==> src/rtl/adc_sample_fifo.sv <==
// adc_sample_fifo: show-ahead sample FIFO controller for the ADC data path.
// It drives an external simple dual-port RAM that has a registered read port.
// That RAM read register is the FIFO output stage.
// At most 2^ADDR_WIDTH-1 words sit in RAM, so a fetch never reads the slot being written.
// Samples arriving while the RAM is full are dropped and counted; the count is sticky.
module adc_sample_fifo #(
    parameter int ADDR_WIDTH = 4,
    parameter int DATA_WIDTH = 12
) (
    input  logic                  clk,
    input  logic                  rst,
    input  logic                  flush,
    input  logic [DATA_WIDTH-1:0] s_data,
    input  logic                  s_valid,
    output logic                  s_ready,
    output logic [DATA_WIDTH-1:0] m_data,
    output logic                  m_valid,
    input  logic                  m_ready,
    output logic [ADDR_WIDTH:0]   level,
    output logic                  overflow,
    input  logic                  ovf_clr,
    output logic [7:0]            drop_cnt,
    output logic [ADDR_WIDTH-1:0] ram_waddr,
    output logic [ADDR_WIDTH-1:0] ram_raddr,
    output logic                  ram_we,
    output logic                  ram_re,
    output logic [DATA_WIDTH-1:0] ram_din,
    input  logic [DATA_WIDTH-1:0] ram_dout
);

    // RAM occupancy ceiling: one slot is always left free.
    localparam logic [ADDR_WIDTH-1:0] CNT_MAX = '1;

    logic [ADDR_WIDTH-1:0] wptr_q, wptr_d;
    logic [ADDR_WIDTH-1:0] rptr_q, rptr_d;
    logic [ADDR_WIDTH-1:0] ram_cnt_q, ram_cnt_d;
    logic                  m_valid_q, m_valid_d;
    logic                  overflow_q, overflow_d;
    logic [7:0]            drop_cnt_q, drop_cnt_d;

    logic push;
    logic drop;
    logic fetch;

    // Handshake decode: accept, drop, and refill of the output stage.
    always_comb begin
        s_ready = !rst && (ram_cnt_q != CNT_MAX);
        push    = s_valid && s_ready && !flush;
        drop    = s_valid && !s_ready && !rst && !flush;
        // Refill the output stage whenever it is empty or being popped.
        fetch   = (ram_cnt_q != '0) && (!m_valid_q || m_ready) && !flush && !rst;
    end

    // Next-state computation for pointers, occupancy, head-valid and drop statistics.
    always_comb begin
        wptr_d     = wptr_q + ADDR_WIDTH'(push);
        rptr_d     = rptr_q + ADDR_WIDTH'(fetch);
        ram_cnt_d  = ram_cnt_q;
        m_valid_d  = m_valid_q;
        overflow_d = overflow_q;
        drop_cnt_d = drop_cnt_q;

        case ({push, fetch})
            2'b10:   ram_cnt_d = ram_cnt_q + 1'b1;
            2'b01:   ram_cnt_d = ram_cnt_q - 1'b1;
            default: ram_cnt_d = ram_cnt_q;
        endcase

        if (fetch) begin
            m_valid_d = 1'b1;
        end else if (m_valid_q && m_ready) begin
            m_valid_d = 1'b0;
        end

        // A fetched-but-unpopped word is discarded by flush.
        if (flush) begin
            wptr_d    = '0;
            rptr_d    = '0;
            ram_cnt_d = '0;
            m_valid_d = 1'b0;
        end

        // Clear has priority over a simultaneous drop.
        if (ovf_clr) begin
            overflow_d = 1'b0;
            drop_cnt_d = '0;
        end else if (drop) begin
            overflow_d = 1'b1;
            if (drop_cnt_q != 8'hFF) begin
                drop_cnt_d = drop_cnt_q + 8'd1;
            end
        end
    end

    // State registers with synchronous reset.
    always_ff @(posedge clk) begin
        if (rst) begin
            wptr_q     <= '0;
            rptr_q     <= '0;
            ram_cnt_q  <= '0;
            m_valid_q  <= 1'b0;
            overflow_q <= 1'b0;
            drop_cnt_q <= '0;
        end else begin
            wptr_q     <= wptr_d;
            rptr_q     <= rptr_d;
            ram_cnt_q  <= ram_cnt_d;
            m_valid_q  <= m_valid_d;
            overflow_q <= overflow_d;
            drop_cnt_q <= drop_cnt_d;
        end
    end

    // RAM port controls and stream outputs.
    always_comb begin
        ram_we    = push;
        ram_waddr = wptr_q;
        ram_din   = s_data;
        ram_re    = fetch;
        ram_raddr = rptr_q;
        m_data    = ram_dout;
        m_valid   = m_valid_q;
        level     = {1'b0, ram_cnt_q} + (ADDR_WIDTH + 1)'(m_valid_q);
        overflow  = overflow_q;
        drop_cnt  = drop_cnt_q;
    end

endmodule

==> config.mk <==
export PLATFORM = sky130hd
export DESIGN_NAME = adc_sample_fifo
export DESIGN_NICKNAME = d
export VERILOG_FILES = /design/src/rtl/adc_sample_fifo.sv
export SDC_FILE = /design/constraint.sdc
export NUM_CORES = 1
export LEC_CHECK = 0
export ABC_CLOCK_PERIOD_IN_PS = 2000
export BUFFER_PORTS_ARGS = -buffer_cell sky130_fd_sc_hd__buf_4
export CORE_MARGIN = 8
export CORE_UTILIZATION = 39
export DETAILED_ROUTE_END_ITERATION = 16
export PLACE_DENSITY = 0.76
export SLEW_MARGIN = 10
export SYNTH_ARGS = -nofsm -noshare
export SYNTH_HDL_FRONTEND = slang
export SYNTH_SLANG_ARGS = --single-unit
export TNS_END_PERCENT = 100
==> constraint.sdc <==
create_clock -name clk -period 2 [get_ports clk]
set_input_delay 0.2 -clock clk [delete_from_list [all_inputs] [get_ports clk]]
set_output_delay 0.2 -clock clk [all_outputs]
set_load 0.01 [all_outputs]
==> reports/qor.yml, run 1 <==
outcome: "finished with violations"
violations: "negative setup slack"
cts_root_buf: "clkbuf_4"
whs_endpoint: "m_valid$_SDFFE_PP0P_"
synth_top_area_share_pct: 33.21
vias: 1029
dpl.hpwl_um: 2318
grt_setup_unrepaired: "true"
tightest_slew_ns: 0.4092
finish.utilization_pct: 47.28
postRouteWirelength_um: 2907
postSynthAreaPerCell_um2: 9.147
clock-sinks: 22
reg2reg_depth: 9
die_x_um: 74.32
dpl_worst_slack_ns: -0.1128
ys_types: 32
synth_simple_gate_area_share_pct: 19.72
cts_inserted_buffers: 3
clk_latency_ns: 0.31
fin_skew_ns: 0.008817
wire_per_inst_um: 14.04
fmax_mhz: 486.2
syn_inst: 145
grt_max_degree: 13
setup_slack_ns: -0.05696
worstHoldStart: "m_ready"
rr_endpoint: "ram_cnt_q[2]$_SDFFE_PP0P_"
die_area_mm2: 0.005523
syn2layout_area_growth_pct: 18.02
post-route-period-util_pct: 102.8
cp-startpoint: "ram_cnt_q[2]$_SDFFE_PP0P_"
critPathMaxStageDelay_ns: 0.39
core_area_mm2: 0.003311
drtAntennaViolNets: 0
nets: 202
worstPathArrival_ns: 2.31
peakVddDrop_v: 0.0004364
maxSlewHeadroom_pct: 72.36
synth_top_cell_by_area: "dfxtp_1"
drcViolationCount: 0
crit_chain: "nor4_4, nor2_2, ha_4, xor2_2, ha_2, a21oi_2, xor2_1, or3_1, a21oi_2"
synth_top_family_by_area: "simple AND/OR/NAND/NOR gates"
p_leak_nw: 0.6977
synth_compound_area_share_pct: 9.906
end_kind: "flop"
min_period_ns: 2.057
drt_iter0_drc: 24
cts_tree: "built"
crit_path_frequent_cell: "a21oi_2"
drv_cap: 0
cts_max_level: 1
holdPathStages: 3
io_pins: 80
reg2reg_slack_ns: -0.06
layout-drive-gt1-share_pct: 39.13
synthXorXnorAreaFrac_pct: 7.925
die_height_um: 74.32
grt.total_usage_pct: 10.90
path_class: "reg -> reg"
synth.area.mux_share_pct: 2.264
drv_slew: 0
synth_nets: 185
antenna_found_initial: 0
clockBufferDepth: 2
cp.required_ns: 2.25
cellPowerDensity_mw_per_mm2: 469.6
initial_core_util_pct: 40.06
gp_congestion: 0.7256
startpoint_type: "flop"
grt_pass1_vias: 1064
hold_class: "in -> reg"
ys_seq_elements: 22
rows: 21
grt_pass1_wl_um: 4830
dr.pass1.iters: 4
hold_buffers: 0
setup_viol: 1
synthAdderAreaFrac_pct: 9.434
crit_family: "simple AND/OR/NAND/NOR gates"
yosysWarnings: 0
path_buf_inv: 0
synthTopCellsByArea: "dfxtp_1 33%, buf_4 14%, ha_1 9.4%"
antenna_cells: 0
syn_area_mm2: 0.001326
grt-ovfl-total: 0
ys_seq_area_share_pct: 33.21
crit_slowest_cell: "dfxtp_4"
via_per_inst: 4.971
timing.rr.start: "ram_cnt_q[2]$_SDFFE_PP0P_"
finalHoldViolations: 0
port_buffers: 31
clkTransAtPathRegs_ns: 0.12
path_max_fanout: 5
[power by group]
part | switching [W] | internal, W
clock | 0.000130 | 0.000111
sequential | 0.00000164 | 0.000438
combinational | 0.0000270 | 0.0000268
[state kept, by name, summed over array words and instances (netlist names)]
name,cells
drop_cnt,8
m_valid,1
overflow,1
ram_cnt_q,4
ram_raddr,4
ram_waddr,4
[stage by stage]
step                area (um^2)  total power, W  instances  setup TNS [ns]  hold WS (ns)
floorplan                  1365       0.0005284        145        -0.03090        0.3794
finish                     1565       0.0007351        207        -0.05696        0.1917
global route               1565       0.0007707        207         -0.2639        0.2146
CTS                        1546       0.0007433        206        -0.05644        0.1997
global placement           1494       0.0005018        202               0        0.4001
detailed placement         1494       0.0005034        202         -0.1128        0.4001
[worst max-delay path by stage]
stage | end | slack, ns | cells after the start
finish | ram_cnt_q[2]$_SDFFE_PP0P_ | -0.06 | 9
global route | ram_cnt_q[2]$_SDFFE_PP0P_ | -0.19 | 9
CTS | ram_cnt_q[2]$_SDFFE_PP0P_ | -0.06 | 9
detailed placement | ram_cnt_q[2]$_SDFFE_PP0P_ | -0.11 | 9
global placement | ram_cnt_q[2]$_SDFFE_PP0P_ | 0.07 | 9
floorplan | ram_cnt_q[2]$_SDFFE_PP0P_ | -0.03 | 11
[layout make-up]
| cell class | count | area [um^2] |
|---|---|---|
| clock buffer | 4 | 36.28 |
| tap | 46 | 57.56 |
| inverter | 2 | 7.507 |
| fill | 330 | 1745 |
| sequential | 22 | 447.9 |
| timing repair buffer | 41 | 307.8 |
| multi-input combinational | 92 | 708.2 |
[per-layer routing]
layer,share of wire [%],vias to the layer above,global-route usage [%]
met5,0,-,0
met4,1.9,0,5.435
met3,7.4,10,4.447
met2,51,33,18.65
met1,40,487,11.24
li1,-,499,-
[cells by family after synthesis]
logic type               after synthesis
AO/OA/AOI/OAI                         19
XOR/XNOR                              12
adder cells (fa/ha/maj)               10
buffers and inverters                 31
flip-flops                            22
multiplexers                           3
AND/OR/NAND/NOR                       48
[tightest hold or removal path, delay by kind of cell]
kind                   cells  cell delay (ns)
buffers and inverters      1             0.07
and+or+nand+nor            1             0.12
AOI/OAI and AO/OA          1             0.07
[Yosys cell counts]
master	n
mux2i_1	3
buf_4	25
o31ai_1	1
a21oi_1	9
o2111ai_2	1
dfxtp_1	22
or2_2	2
xor2_1	9
nand2_1	4
or4_1	1
nand4_1	1
o211ai_4	1
o2111ai_1	1
o21ai_1	1
nor2_1	16
nor3b_4	1
o41ai_1	1
ha_1	10
and4_1	1
nand3_1	7
o21ai_0	4
clkbuf_1	1
and3_2	1
xnor2_1	3
nor4_1	1
and2_1	4
and3b_1	1
inv_1	2
nand2b_1	2
and3_1	1
buf_6	3
or3_1	5
[layout by cell type (no fill, tap or decap), types with 3 or more instances in the layout]
| cell | instances |
|---|---|
| a21oi_1 | 7 |
| nand2_1 | 4 |
| nor2_1 | 15 |
| and2_1 | 4 |
| xor2_1 | 8 |
| o21ai_0 | 4 |
| buf_4 | 41 |
| dfxtp_2 | 3 |
| mux2i_1 | 3 |
| or3_1 | 5 |
| nand3_1 | 7 |
| xnor2_1 | 3 |
| ha_1 | 8 |
| dfxtp_1 | 18 |
| clkbuf_4 | 3 |
[timing repair]
item / CTS / global route
cloned: 0 / 0
setup endpoints to repair: 1 / 2
buffers inserted: 0 / 1
gates resized for setup: 6 / 2
pin swaps: 0 / 1
(Power assumes the default switching activity.)
==> inputs of run 2 (changes only) <==
--- a/config.mk
+++ b/config.mk
@@ -10,7 +10,7 @@
 export CORE_MARGIN = 8
 export CORE_UTILIZATION = 39
 export DETAILED_ROUTE_END_ITERATION = 16
-export PLACE_DENSITY = 0.76
+export PLACE_DENSITY_LB_ADDON = 0.05
 export SLEW_MARGIN = 10
 export SYNTH_ARGS = -nofsm -noshare
 export SYNTH_HDL_FRONTEND = slang
==> constraint.sdc (replaced) <==
create_clock -name clk -period 2 [get_ports clk]
set_input_delay 0.3 -clock clk [delete_from_list [all_inputs] [get_ports clk]]
set_output_delay 0.3 -clock clk [all_outputs]
set_load 0.01 [all_outputs]
==> run 2 against run 1 <==
Non-clock buffer count stayed put. Final area is 0.56% higher. Global-route usage is 0.23 points higher. The flow now finishes without violations. Hold slack better by 0.087 ns. Worst setup slack better by 0.077 ns. First-iteration DRC count is 75% higher. Cell count stayed put.
==> reports/qor.yml, run 2 (synthesis gave the netlist of run 1 again) <==
p_leak_nw: 0.7064  # +1.2%
end_kind: "flop"
drt_iter0_drc: 42  # +75%
post_dp_cell_area_mm2: 0.001494  # unchanged
die_height_um: 74.32  # unchanged
combPwrFrac_pct: 6.4  # -0.9 points
drtAntennaViolNets: 0  # unchanged
die_area_mm2: 0.005523  # unchanged
fmax_mhz: 505.1  # +3.9%
power.share.clock_pct: 41.1  # +8.3 points
cts_root_buf: "clkbuf_4"
dr.pass1.iters: 4  # unchanged
switching_share_pct: 20.38  # -1.2 points
final_common_cell: "buf_4"
hold_class: "in -> reg"
cts_max_level: 1  # unchanged
grt_setup_unrepaired: "true"
antenna_found_initial: 0  # unchanged
cellPowerDensity_mw_per_mm2: 532.4  # +13%
grt-ovfl-total: 0  # unchanged
grt.total_usage_pct: 11.12  # +0.23 points
switchingPower_w: 0.0001708  # +7.6%
post-route-period-util_pct: 99.00  # -3.9 points
nFillCells: 327  # -0.91%
cp.required_ns: 2.25  # about the same
fin_skew_ns: 0.003924  # -0.004893 ns
dpl.hpwl_um: 2339  # +0.92%
wire_per_inst_um: 14.13  # +0.62%
pwr-share-seq_pct: 52.5  # -7.3 points
io_pins: 80  # unchanged
hold_buffers: 0  # unchanged
grt_pass1_vias: 998  # -6.2%
grt_max_degree: 14  # +1
min_period_ns: 1.980  # -0.07700 ns
gp_congestion: 0.7114  # -2.0%
clkTransAtPathRegs_ns: 0.13  # about the same
outcome: "finished clean"
use_met2_pct: 17.09  # -1.6 points
vias: 1013  # -1.6%
p_int_w: 0.0006672  # +16%
path_max_fanout: 5  # unchanged
clock-sinks: 22  # unchanged
fin_area_mm2: 0.001574  # +0.56%
drv_slew: 0  # unchanged
drv_cap: 0  # unchanged
nets: 202  # unchanged
clk_latency_ns: 0.31  # about the same
reg2reg_depth: 9  # unchanged
grt_use_met3_pct: 7.008  # +2.6 points
clockBufferDepth: 2  # unchanged
rows: 21  # unchanged
die_x_um: 74.32  # unchanged
worstPathArrival_ns: 2.23  # -0.08 ns
holdPathStages: 3  # unchanged
syn2layout_area_growth_pct: 18.68
multi_input_area_um2: 700.7  # -1.1%
startpoint_type: "flop"
port_buffers: 31  # unchanged
antenna_cells: 0  # unchanged
largest_register_ffs: 8  # unchanged
layout-drive-gt1-share_pct: 38.51  # -0.62 points
postRouteWirelength_um: 2925  # +0.62%
grt_use_met1_pct: 12.12  # +0.88 points
path_class: "reg -> reg"
finish.utilization_pct: 47.54  # +0.26 points
final_cell_mix: "41 x buf_4, 18 x dfxtp_1, 15 x nor2_1"
via_per_inst: 4.894  # -1.6%
core_area_mm2: 0.003311  # unchanged
maxSlewHeadroom_pct: 80.74  # +8.4 points
globalRoute.busiestLayer: "met2"
setup_viol: 0  # -1
cts_tree: "built"
tightest_slew_ns: 0.2851  # -0.1241 ns
regArea_um2: 447.9  # unchanged
finalHoldViolations: 0  # unchanged
drcViolationCount: 0  # unchanged
grt_pass1_wl_um: 4823  # -0.14%
initial_core_util_pct: 40.06  # unchanged
peakVddDrop_v: 0.0003101  # -29%
cts_inserted_buffers: 3  # unchanged
run 2: changes by cell type in the layout (fill, tap and decap cells not counted):
cell       change
clkbuf_8       -1
bufinv_16      +1
xor2_2         -1
xor2_1         +1
run 2: path summary, 6_finish.rpt:
path,from,endpoint,slack [ns]
worst max-delay path,ram_cnt_q[0]$_SDFFE_PP0P_,ram_cnt_q[2]$_SDFFE_PP0P_,0.02
worst min-delay path,flush,ram_cnt_q[3]$_SDFFE_PP0P_,0.28
worst max register to register,ram_cnt_q[0]$_SDFFE_PP0P_,ram_cnt_q[2]$_SDFFE_PP0P_,0.02
worst min register to register,overflow$_SDFFE_PP0P_,overflow$_SDFFE_PP0P_,0.51
run 2: layer usage:
| metal | vias to the layer above | share of wire [%] |
|---|---|---|
| li1 | 506 | - |
| met1 | 464 | 41 |
| met2 | 31 | 47 |
| met3 | 12 | 11 |
| met4 | 0 | 1.6 |
| met5 | - | 0 |
run 2: per-stage QoR:
stage / instances / hold WS, ns / setup TNS (ns) / total power, W / setup WS (ns)
finish: 207 / 0.2787 / 0 / 0.0008381 / 0.02004
global route: 207 / 0.2649 / -0.1147 / 0.0008733 / -0.1147
CTS: 206 / 0.2568 / -0.008301 / 0.0008590 / -0.008301
detailed placement: 202 / 0.4907 / -0.06459 / 0.0005039 / -0.06459
global placement: 202 / 0.4709 / 0 / 0.0005038 / 0.007250
floorplan: 145 / 0.4794 / -0.03090 / 0.0005284 / -0.03090
run 2: repair_timing:
action | 4_1_cts | 5_1_grt
setup buffers | 0 | 1
gates resized for setup | 6 | 1
setup endpoints to repair | 1 | 2
run 2: final cells by class:
cell class / instances / share of cell area (%)
repair buffers: 41 / 19.55
well taps: 46 / 3.657
flip-flops and latches: 22 / 28.46
multi-input cells: 92 / 44.52
clock buffers: 3 / 1.431
clock inverters: 1 / 1.908
inverters: 2 / 0.4769
run 2: power by group through the flow:
stage	combinational, W	sequential, W	clock, W
2_1_floorplan	0.0000770	0.000451	0
3_3_place_gp	0.0000531	0.000451	0
3_5_place_dp	0.0000532	0.000451	0
4_1_cts	0.0000543	0.000440	0.000365
5_1_grt	0.0000588	0.000440	0.000374
6_report	0.0000534	0.000440	0.000345
run 2: worst max-delay path, cell delays in order, from the launching register on:
cell	delay, ns
dfxtp_2	0.36
nor4_4	0.31
nor2_2	0.11
ha_4	0.19
xor2_1	0.16
ha_2	0.19
a21oi_2	0.03
xor2_1	0.14
or3_1	0.32
a21oi_2	0.11
==> inputs of run 3 (changes only) <==
--- a/config.mk
+++ b/config.mk
@@ -7,7 +7,7 @@
 export LEC_CHECK = 0
 export ABC_CLOCK_PERIOD_IN_PS = 2000
 export BUFFER_PORTS_ARGS = -buffer_cell sky130_fd_sc_hd__buf_4
-export CORE_MARGIN = 8
+export CORE_MARGIN = 2
 export CORE_UTILIZATION = 39
 export DETAILED_ROUTE_END_ITERATION = 16
 export PLACE_DENSITY_LB_ADDON = 0.05
==> run 3 against run 2 <==
Combinational power up 6.0%. Die area is 30% lower. Global-route usage grew 2.8 points. Critical path depth stayed put. Largest power group unchanged. Total power down 0.27%. Count of clock-buffer cells in the layout did not move. Utilization is 0.76 points higher.
==> reports/qor.yml, run 3 (synthesis gave the netlist of run 1 again) <==
peakVddDrop_v: 0.0002619  # -16%
hold_slack_ns: 0.2882  # +0.009472 ns
final_common_cell: "buf_4"
clkTransAtPathRegs_ns: 0.13  # about the same
cp.required_ns: 2.24  # about the same
cts_inserted_buffers: 3  # unchanged
rows: 21  # unchanged
drv_cap: 0  # unchanged
grt.total_usage_pct: 13.89  # +2.8 points
worstPathArrival_ns: 2.19  # -0.04 ns
via_per_inst: 4.795  # -2.0%
whs_endpoint: "ram_cnt_q[3]$_SDFFE_PP0P_"
reg2reg_slack_ns: 0.05  # +0.03 ns
initial_core_util_pct: 40.06  # unchanged
reg2reg_depth: 9  # unchanged
io_pins: 80  # unchanged
core_area_mm2: 0.003311  # unchanged
p_int_w: 0.0006693  # +0.31%
antenna_cells: 0  # unchanged
cts_tree: "built"
path_class: "reg -> reg"
port_buffers: 31  # unchanged
fin_cells: 210  # +1.4%
outcome: "finished clean"
gp_congestion: 0.7249  # +1.9%
final_cell_mix: "44 x buf_4, 19 x dfxtp_1, 15 x nor2_1"
clock-sinks: 22  # unchanged
dr.pass1.iters: 4  # unchanged
drcViolationCount: 0  # unchanged
drt_iter0_drc: 27  # -36%
grt_setup_unrepaired: "true"
hold_buffers: 0  # unchanged
critPathMaxStageDelay_ns: 0.39  # +0.03 ns
crit_path_frequent_cell: "xor2_1"
combPwrFrac_pct: 6.8  # +0.4 points
die_height_um: 62.32  # -16%
rr_endpoint: "ram_cnt_q[2]$_SDFFE_PP0P_"
drtAntennaViolNets: 0  # unchanged
grt_max_degree: 14  # unchanged
crit_slowest_cell: "dfxtp_4"
dp.cells: 206  # +2.0%
postRouteWirelength_um: 2715  # -7.2%
nets: 205  # +1.5%
switchingPower_w: 0.0001664  # -2.6%
vias: 1007  # -0.59%
post_dp_cell_area_mm2: 0.001524  # +2.0%
fin_skew_ns: 0.001985  # -0.001939 ns
largest_register_ffs: 8  # unchanged
nFillCells: 328  # +0.31%
grt-ovfl-total: 0  # unchanged
clockBufferDepth: 2  # unchanged
fin_area_mm2: 0.001599  # +1.6%
tightest_slew_ns: 0.3042  # +0.01905 ns
die_x_um: 62.32  # -16%
holdPathStages: 3  # unchanged
power.share.clock_pct: 40.6  # -0.5 points
finalHoldViolations: 0  # unchanged
dpl.hpwl_um: 2136  # -8.7%
finish.utilization_pct: 48.30  # +0.76 points
drv_slew: 0  # unchanged
wire_per_inst_um: 12.93  # -8.5%
grt_pass1_wl_um: 4450  # -7.7%
crit_chain: "and4_1, nand2b_4, ha_4, xor2_1, ha_2, a21oi_2, xor2_1, or3_1, a21oi_1"
p_leak_nw: 0.7258  # +2.7%
cellPowerDensity_mw_per_mm2: 522.7  # -1.8%
fmax_mhz: 512.4  # +1.4%
cts_max_level: 1  # unchanged
syn2layout_area_growth_pct: 20.57
end_kind: "flop"
die_area_mm2: 0.003883  # -30%
antenna_found_initial: 0  # unchanged
startpoint_type: "flop"
post-route-period-util_pct: 97.59  # -1.4 points
timing.rr.start: "ram_cnt_q[3]$_SDFFE_PP0P_"
grt_pass1_vias: 963  # -3.5%
worstHoldStart: "flush"
min_period_ns: 1.952  # -0.02825 ns
pwr-share-seq_pct: 52.6  # about the same
layout-drive-gt1-share_pct: 39.02  # +0.52 points
maxSlewHeadroom_pct: 79.66  # -1.1 points
setup_viol: 0  # unchanged
switching_share_pct: 19.91  # -0.47 points
cts_root_buf: "clkbuf_4"
clk_latency_ns: 0.30  # about the same
path_max_fanout: 5  # unchanged
hold_class: "in -> reg"
[run 3: area by class of cell]
type / instances / area [um^2] / area share (%)
timing repair buffer: 44 / 330.3 / 20.66
clock buffer: 3 / 22.52 / 1.408
clock inverter: 1 / 30.03 / 1.878
sequential: 22 / 446.7 / 27.93
tap: 46 / 57.56 / 3.599
multi-input combinational: 92 / 704.4 / 44.05
inverter: 2 / 7.507 / 0.4695
[run 3: through the flow]
stage	setup slack, ns	power [W]	TNS [ns]
3_3_place_gp	0.01004	0.0005062	0
3_5_place_dp	-0.03954	0.0005066	-0.03954
5_1_grt	-0.06315	0.0008816	-0.06409
6_report	0.04829	0.0008358	0
2_1_floorplan	-0.03090	0.0005284	-0.03090
4_1_cts	0.02816	0.0008506	0
[run 3: worst max-delay path, delay by kind of cell, from the launching register on]
family | cells | cell delay (ns)
and+or+nand+nor | 3 | 0.68
xor gates and xnor gates | 2 | 0.31
AOI/OAI and AO/OA | 2 | 0.14
DFF | 1 | 0.39
adders and majority gates | 2 | 0.37
[run 3: repair_timing]
item / in CTS / in global routing
gates resized for setup: 3 / 3
setup buffers: 0 / 0
setup endpoints to repair: 1 / 2
gates cloned: 0 / 0
[run 3: worst max-delay path by stage]
stage	slack [ns]	from	cells past startpoint	to
floorplan	-0.03	ram_cnt_q[1]$_SDFFE_PP0P_	11	ram_cnt_q[2]$_SDFFE_PP0P_
global placement	0.01	flush	8	ram_cnt_q[3]$_SDFFE_PP0P_
detailed placement	-0.04	flush	11	ram_cnt_q[2]$_SDFFE_PP0P_
CTS	0.03	ram_cnt_q[1]$_SDFFE_PP0P_	9	ram_cnt_q[2]$_SDFFE_PP0P_
global route	-0.06	ram_cnt_q[0]$_SDFFE_PP0P_	9	ram_cnt_q[2]$_SDFFE_PP0P_
finish	0.05	ram_cnt_q[3]$_SDFFE_PP0P_	9	ram_cnt_q[2]$_SDFFE_PP0P_
[run 3: layer usage]
| layer | global-route usage [%] | vias to the layer above | wire [um] |
|---|---|---|---|
| met5 | 0 | - | 0 |
| met2 | 23.64 | 31 | 1246 |
| met1 | 16.69 | 451 | 1191 |
| met4 | 4.722 | 0 | 48 |
| li1 | - | 513 | - |
| met3 | 4.167 | 12 | 229 |
[run 3: power groups by stage]
stage | Sequential (W) | Clock [W] | Combinational (W)
6_report | 0.000440 | 0.000340 | 0.0000566
5_1_grt | 0.000440 | 0.000379 | 0.0000625
4_1_cts | 0.000441 | 0.000352 | 0.0000570
3_5_place_dp | 0.000451 | 0 | 0.0000560
3_3_place_gp | 0.000451 | 0 | 0.0000557
2_1_floorplan | 0.000451 | 0 | 0.0000770
